**config.mk**
```make
export PLATFORM = sky130hd
export DESIGN_NAME = aes_key_stream_sink
export DESIGN_NICKNAME = d
export VERILOG_FILES = /design/src/rtl/aes_key_stream_sink.sv
export SDC_FILE = /design/constraint.sdc
export NUM_CORES = 2
export LEC_CHECK = 0
export CORE_UTILIZATION = 45
export CTS_CLUSTER_DIAMETER = 100
export DETAILED_ROUTE_END_ITERATION = 10
export PLACE_DENSITY = 0.71
export SYNTH_ARGS = -nofsm -noshare
export SYNTH_HDL_FRONTEND = slang
export SYNTH_SLANG_ARGS = --single-unit
export TNS_END_PERCENT = 1
```
**constraint.sdc**
```tcl
create_clock -name clk -period 9.7 [get_ports clk]
set_input_delay 1.455 -clock clk [delete_from_list [all_inputs] [get_ports clk]]
set_output_delay 1.455 -clock clk [all_outputs]
set_load 0.01 [all_outputs]
```
**src/rtl/aes_key_stream_sink.sv**
```systemverilog
// ---------------------------------------------------------------------------
// aes_key_stream_sink
//
// Receiving end of the round-key stream from the compact AES key generator.
// One burst of NUM_KEYS keys (one per cycle) is captured into a register
// file. The stored schedule can then be replayed forward or in reverse over
// a valid/ready port. It can also be read at random through a combinational
// select port, so several round stages can share one key schedule.
//
// Ports
//   clk          : clock, all logic on the rising edge
//   rstn         : asynchronous active-low reset
//   key_valid_in : key strobe, high for NUM_KEYS consecutive cycles per burst
//   key_in       : key for the current strobe cycle (slot 0..NUM_KEYS-1)
//   flush        : synchronous clear of buffer state, flags and replay
//   keys_ready   : a complete burst is stored
//   err_short    : sticky, a burst ended before NUM_KEYS keys
//   err_overrun  : sticky, key_valid_in was seen during replay
//   rd_start     : replay request, accepted only in FULL
//   rd_reverse   : replay direction, sampled with an accepted rd_start
//   rd_valid     : replay word valid
//   rd_ready     : consumer accepts the replay word
//   rd_key       : replay key, mem[rd_idx]
//   rd_idx       : slot of rd_key
//   rd_last      : high with the final replay word
//   sel_idx      : random-access slot select
//   sel_key      : mem[sel_idx], or 0 when sel_idx >= NUM_KEYS
//   dbg_state    : current FSM state (EMPTY=0, FILL=1, FULL=2, REPLAY=3)
//
// Handshake: a replay word transfers on a rising edge where rd_valid and
// rd_ready are both 1. While rd_valid=1 and rd_ready=0, rd_key, rd_idx and
// rd_last hold steady, with no timeout. rd_valid is never withdrawn before
// the transfer completes, except by flush or reset.
// ---------------------------------------------------------------------------
module aes_key_stream_sink #(
    parameter int NUM_KEYS = 10,
    parameter int KEY_W    = 128,
    parameter int IDX_W    = 4
) (
    input  logic             clk,
    input  logic             rstn,
    input  logic             key_valid_in,
    input  logic [KEY_W-1:0] key_in,
    input  logic             flush,
    output logic             keys_ready,
    output logic             err_short,
    output logic             err_overrun,
    input  logic             rd_start,
    input  logic             rd_reverse,
    output logic             rd_valid,
    input  logic             rd_ready,
    output logic [KEY_W-1:0] rd_key,
    output logic [IDX_W-1:0] rd_idx,
    output logic             rd_last,
    input  logic [IDX_W-1:0] sel_idx,
    output logic [KEY_W-1:0] sel_key,
    output logic [1:0]       dbg_state
);

    typedef enum logic [1:0] {
        ST_EMPTY  = 2'd0,
        ST_FILL   = 2'd1,
        ST_FULL   = 2'd2,
        ST_REPLAY = 2'd3
    } state_e;

    localparam logic [IDX_W-1:0] LAST_IDX = IDX_W'(NUM_KEYS - 1);

    state_e           state_q;
    logic [IDX_W-1:0] wr_ptr_q;
    logic [IDX_W-1:0] rd_ptr_q;
    logic [IDX_W-1:0] rd_ptr_d;
    logic             rd_rev_q;
    logic             keys_ready_q;
    logic             err_short_q;
    logic             err_overrun_q;
    logic             rd_valid_q;
    logic             rd_last_q;

    logic [KEY_W-1:0] mem_q [NUM_KEYS];

    // Write port. A strobe in EMPTY or FULL starts a new burst at slot 0.
    // In FILL the strobe continues at wr_ptr. A strobe in REPLAY, or in a
    // flush cycle, never writes.
    logic             wr_en;
    logic [IDX_W-1:0] wr_addr;

    always_comb begin
        wr_en   = 1'b0;
        wr_addr = '0;
        if (!flush && key_valid_in) begin
            case (state_q)
                ST_EMPTY, ST_FULL: begin
                    wr_en   = 1'b1;
                    wr_addr = '0;
                end
                ST_FILL: begin
                    wr_en   = 1'b1;
                    wr_addr = wr_ptr_q;
                end
                default: begin
                    wr_en   = 1'b0;
                    wr_addr = '0;
                end
            endcase
        end
    end

    // The key memory has no reset, so its contents survive rstn and flush.
    always_ff @(posedge clk) begin
        if (wr_en) begin
            mem_q[wr_addr] <= key_in;
        end
    end

    // Next replay slot after a transfer. Replay never wraps.
    always_comb begin
        rd_ptr_d = rd_rev_q ? (rd_ptr_q - IDX_W'(1)) : (rd_ptr_q + IDX_W'(1));
    end

    always_ff @(posedge clk or negedge rstn) begin
        if (!rstn) begin
            state_q       <= ST_EMPTY;
            wr_ptr_q      <= '0;
            rd_ptr_q      <= '0;
            rd_rev_q      <= 1'b0;
            keys_ready_q  <= 1'b0;
            err_short_q   <= 1'b0;
            err_overrun_q <= 1'b0;
            rd_valid_q    <= 1'b0;
            rd_last_q     <= 1'b0;
        end else if (flush) begin
            state_q       <= ST_EMPTY;
            wr_ptr_q      <= '0;
            rd_ptr_q      <= '0;
            keys_ready_q  <= 1'b0;
            err_short_q   <= 1'b0;
            err_overrun_q <= 1'b0;
            rd_valid_q    <= 1'b0;
            rd_last_q     <= 1'b0;
        end else begin
            case (state_q)
                ST_EMPTY, ST_FILL, ST_FULL: begin
                    if (wr_en) begin
                        // The write to the last slot completes the burst.
                        // keys_ready is registered, so it shows one cycle
                        // after that final key.
                        if (wr_addr == LAST_IDX) begin
                            state_q      <= ST_FULL;
                            wr_ptr_q     <= '0;
                            keys_ready_q <= 1'b1;
                        end else begin
                            state_q      <= ST_FILL;
                            wr_ptr_q     <= wr_addr + IDX_W'(1);
                            keys_ready_q <= 1'b0;
                        end
                    end else if (state_q == ST_FILL) begin
                        // The strobe dropped before the burst was complete.
                        state_q     <= ST_EMPTY;
                        wr_ptr_q    <= '0;
                        err_short_q <= 1'b1;
                    end else if (state_q == ST_FULL && rd_start) begin
                        state_q    <= ST_REPLAY;
                        rd_rev_q   <= rd_reverse;
                        rd_ptr_q   <= rd_reverse ? LAST_IDX : '0;
                        rd_valid_q <= 1'b1;
                        // With a single slot, the first word is also the last.
                        rd_last_q  <= (LAST_IDX == '0);
                    end
                end
                ST_REPLAY: begin
                    if (key_valid_in) begin
                        err_overrun_q <= 1'b1;
                    end
                    if (rd_ready) begin
                        if (rd_last_q) begin
                            state_q    <= ST_FULL;
                            rd_valid_q <= 1'b0;
                            rd_last_q  <= 1'b0;
                        end else begin
                            rd_ptr_q  <= rd_ptr_d;
                            rd_last_q <= rd_rev_q ? (rd_ptr_d == '0)
                                                  : (rd_ptr_d == LAST_IDX);
                        end
                    end
                end
                default: begin
                    state_q <= ST_EMPTY;
                end
            endcase
        end
    end

    assign keys_ready  = keys_ready_q;
    assign err_short   = err_short_q;
    assign err_overrun = err_overrun_q;
    assign rd_valid    = rd_valid_q;
    assign rd_last     = rd_last_q;
    assign rd_idx      = rd_ptr_q;
    assign rd_key      = mem_q[rd_ptr_q];
    assign sel_key     = (sel_idx <= LAST_IDX) ? mem_q[sel_idx] : '0;
    assign dbg_state   = state_q;

endmodule

```
# Yosys cells after proc, flatten, opt, wreduce, memory -nomap -nowiden
# Memory sizes are Yosys's and may differ from the RTL's.
# Cells that the tools add are included.
# op_classes
n_addsub,3
n_mul,0
n_div,0
magnitude_cmp,1
n_eq_ne,13
shifts,0
n_mux,55
n_bitwise,3
n_reduce_logical,21
# ops
cell,count
128-bit two-way mux,1
4-bit two-way mux,15
1-bit two-way mux,28
"3-bit != test, second input constant",5
5-bit AND reduction,3
2-bit two-way mux,7
2-bit nonzero test,5
"4-bit by 1-bit adder with 4-bit output, second input constant",2
"4-bit equality test, second input constant",2
4-bit case mux with 2 select lines,1
2-bit AND reduction,3
3-bit AND reduction,2
"5-bit by 1-bit != test with 1-bit output, second input constant",1
"2-bit equality test, second input constant",2
"4-bit <= comparator, second input constant",1
4-bit zero test,1
1-bit case mux with 2 select lines,2
2-bit case mux with 2 select lines,1
4-bit AND reduction,1
"4-bit by 1-bit subtractor with 4-bit output, second input constant",1
"3-bit by 1-bit != test with 1-bit output, second input constant",1
1-bit inverter,3
3-bit nonzero test,1
3-bit OR reduction,1
other kinds (5),6
# totals
regBits,16
latchBits,0
ramBits,1280
romBits,0
inputBits,139
out_inout_bits,267
wordCells,106
mem_count,1
# memory_table
name,depth,width,read_ports,rd_ports_with_merged_regs,write_ports,line_no,text
mem_q,10,128,2,0,1,80,logic [KEY_W-1:0] mem_q [NUM_KEYS];

# Depth between registers and ports, before layout
# depth
word_depth,8
depth_mapped,9
ltp_nobuf,6

# Least setup slack after synthesis
# No wires, ideal clock.
# synth_path
kind,input to register
from,input port key_valid_in
to,memory mem_q[7][0] (enable)
setup_time_ps,617
arrival_time_ps,7337
required_ps,9083
path_slack_ps,1746
stages,4
n_path_buf,1
cell_sequence,buf_2 -> and4bb_2 -> nand2_1 -> nor2_1
# synth_between
elab_chain_cells,4
# synth_lines
element,line_no,text
start: declaration,42,"input logic key_valid_in,"
1-bit logical AND *,91,if (!flush && key_valid_in) begin
1-bit two-way mux,91,
1-bit two-way mux,111,if (wr_en) begin
1-bit two-way mux (implied by the code),112,mem_q[wr_addr] <= key_in;
end: declaration,80,
# Every way passes the cells marked *; elsewhere a longest branch is shown, timed or not.

# Worst setup path after layout
# layout_path
from,"register rd_ptr_q[0], in the netlist rd_idx[0]"
to,output port rd_key[55]
# layout_between
elab_chain_cells,1
# layout_lines
element,line_no,text
start: declaration,71,logic [IDX_W-1:0] rd_ptr_q;
start signal: assignment,165,rd_ptr_q <= rd_reverse ? LAST_IDX : '0;
start signal: assignment,181,rd_ptr_q <= rd_ptr_d;
memory read 10 x 128 bit,n/a,
end: declaration,52,"output logic [KEY_W-1:0] rd_key,"
# No other way between the ends.

==> impl_metrics.toml <==
[layout]
drive_gt1_frac = 0.239
fin_nets = 3814
area_delta_synth_final_pct = 16.7
fin_util = 0.532

[clock_network]
clk_pin_slew_ps = 60
cts_num_sinks = 1296
clock_latency_ps = 790
clock_path_buffers = 3
clock-root-buffer = "clkbuf_16"
cts_setup_buffers = 0
holdBufCountCts = 0
cts_resized = 0
h-tree-depth = 4
cts_tree = "built"
numCtsBuffers = 140

[power]
leakagePower_uw = 0.0220
finalPower_uw = 12100
ir_drop_v = 0.000174
power.density_nw_per_um2 = 175

[timing]
fmax_mhz = 159
clock_skew_ps = 52.0
tns_ps = 0
maxSlewHeadroom = 0.217
hold-worst-slack_ps = 495
rsz0062_at_grt = "false"
fin_crit_sh = 0.649
worst_slew_pin_slew_ps = 1170
worst_slack_ps = 3410
setup_viol = 0
min_period_ps = 6290
drv_slew = 0
hold_violations = 0

[floorplanning]
die_y_um = 365
core_um2 = 130000
num_io_pins = 406
die_width_um = 365
start_util = 0.456
rows = 132
dieArea_um2 = 133000

[detailed_routing]
top_layer = "met5"
drt_wl_total_mm = 159
met1_length_mm = 61.1
vias = 34753
dr_wl_met3_mm = 13.9
drtIter0Drc = 3492
drc = 0
ant_nets = 0
vias_per_cell = 6.28
met2_wirelength_mm = 79.2
drtPass1Iterations = 5
wl_per_cell_um = 28.7

[yosys]
ys_types = 46
ys_async_sr_fraction = 0.0123
yosysSeqAreaShare = 0.654
synthFlopType = "edfxtp_1"
synthCells = 3343
synth-seq-cells = 1296
yosysWarnings = 0
syn_area_um2 = 59300
synth_edf_count = 1280
syn-num-nets = 3487
avgSynthCellArea_um2 = 17.8

[setup_path]
critPathBufInv = 3
crit_slowest_cell = "buf_4"
rr_worst_depth = 5
worst-path-max-fanout = 117
cp.depth = 6
required_ps = 8250
crit_chain = "buf_4, buf_12, mux4_2, a22oi_1, nand2_1, clkdlybuf4s50_1"
critical_path_class = "register to output pin"
arrival_ps = 4840
crit_path_end_kind = "output pin"
startpoint_type = "register"
r2r_start = "dbg_state[0]$_DFFE_PN0P_"
max_stage_delay_ps = 830
cpLargestDelayFamily = "buffers and inverters"
worstSetupStartpoint = "rd_idx[0]$_DFFE_PN0P_"

[placement]
gp_congestion = 0.759
dpl.hpwl_mm = 84.2
placement.io_buffers = 405
dp_slack_ps = 3760

[job]
cap_violations = 0

[worst_hold_path]
worstHoldStart = "err_overrun$_DFFE_PN0P_"
hold_class = "register to register"
min_path_cells = 2

[global_routing]
grtUsageTotal = 0.239
grt_max_degree = 127
grt_pass1_wl_mm = 234
antenna_found_initial = 17
gr-total-overflow = 0
grt_pass1_vias = 36070

[status]
status = "complete, no violations"
-- path summary, 6_finish.rpt --
path | end | slack (ps)
min in group asynchronous | rd_rev_q$_DFFE_PN0P_ | 1120
max | rd_key[55] | 3410
max in group asynchronous | rd_idx[3]$_DFFE_PN0P_ | 8010
max reg2reg | mem_q[6][82]$_DFFE_PP_ | 5960
min | err_overrun$_DFFE_PN0P_ | 490
min reg2reg | err_overrun$_DFFE_PN0P_ | 490
-- tightest hold or removal path, cell delays in order (launching register included) --
cell and delay, ps:
dfrtp_1 340, a31oi_1 40, nor2_1 70
-- state kept, by name (all words and copies together), names as in the netlist --
name	count
mem_q	1280
rd_idx	4
wr_ptr_q	4
dbg_state	2
err_overrun	1
err_short	1
keys_ready	1
rd_last	1
rd_rev_q	1
rd_valid	1
-- power breakdown --
part | leakage, uW | switching [uW] | internal (uW)
Combinational | 0.00811 | 412 | 347
Clock | 0.00214 | 2230 | 2910
Sequential | 0.0118 | 14.0 | 6190
-- metal layers --
| metal | track usage | vias up |
|---|---|---|
| met5 | 0 | - |
| met4 | 0.0787 | 20 |
| met3 | 0.0525 | 297 |
| met2 | 0.396 | 1653 |
| met1 | 0.312 | 18231 |
| li1 | - | 14552 |
-- cells in the final DEF, fill, tap and decap left out, types with 10 or more instances in the layout --
| cell type | count |
|---|---|
| buf_4 | 45 |
| nor2_1 | 139 |
| edfxtp_1 | 1280 |
| clkbuf_1 | 31 |
| a22oi_1 | 129 |
| clkinv_2 | 18 |
| o211ai_1 | 128 |
| or2_2 | 128 |
| nand2_1 | 142 |
| clkdlybuf4s50_1 | 402 |
| mux2i_1 | 129 |
| nand3_1 | 129 |
| o21ai_1 | 129 |
| clkinv_1 | 39 |
| buf_12 | 11 |
| mux4_2 | 512 |
| nor2_4 | 10 |
| dfrtp_1 | 13 |
| a21oi_1 | 137 |
| clkbuf_16 | 142 |
-- cell type report --
type                       count  area (um^2)
antenna                        8         20.0
clock buffer                 173         3670
clock inverter                81          747
fill                       10256        60900
inverter                       7         43.8
multi-input combinational   1764        19100
sequential                  1296        38800
tap                         1742         2180
timing repair buffer         461         4630
-- per-stage QoR --
stage	instance area (um^2)	instances
after floorplan	59300	3343
after global placement	64800	5270
after detailed placement	64800	5270
after CTS	69300	5524
after global routing	69300	5530
final	69300	5532
-- cell families (layout without fill, tap and decap cells) --
kind of cell / after synthesis / after routing / synth area share
other: 0 / 8 / 0
AOI/OAI and AO/OA: 543 / 543 / 0.0575
and+or+nand+nor: 571 / 571 / 0.0456
adders and majority gates: 5 / 5 / 0.00118
xor gates and xnor gates: 3 / 3 / 0.000443
DFF: 1296 / 1296 / 0.654
buffers and inverters: 283 / 722 / 0.0246
muxes: 642 / 642 / 0.216
-- synth_stat cells (all sizes together), types with 7 or more instances --
cell / count / share of area
nor2: 149 / 0.0094
dfrtp: 16 / 0.0067
nand3: 129 / 0.011
edfxtp: 1280 / 0.65
o211ai: 128 / 0.016
buf: 127 / 0.015
clkbuf: 149 / 0.0094
or2: 128 / 0.013
mux2i: 129 / 0.022
a22oi: 129 / 0.016
mux4: 512 / 0.19
nand2: 142 / 0.0090
inv: 7 / 0.00044
a21oi: 137 / 0.012
o21ai: 134 / 0.011
No activity file was read; power rests on OpenSTA's default activity.
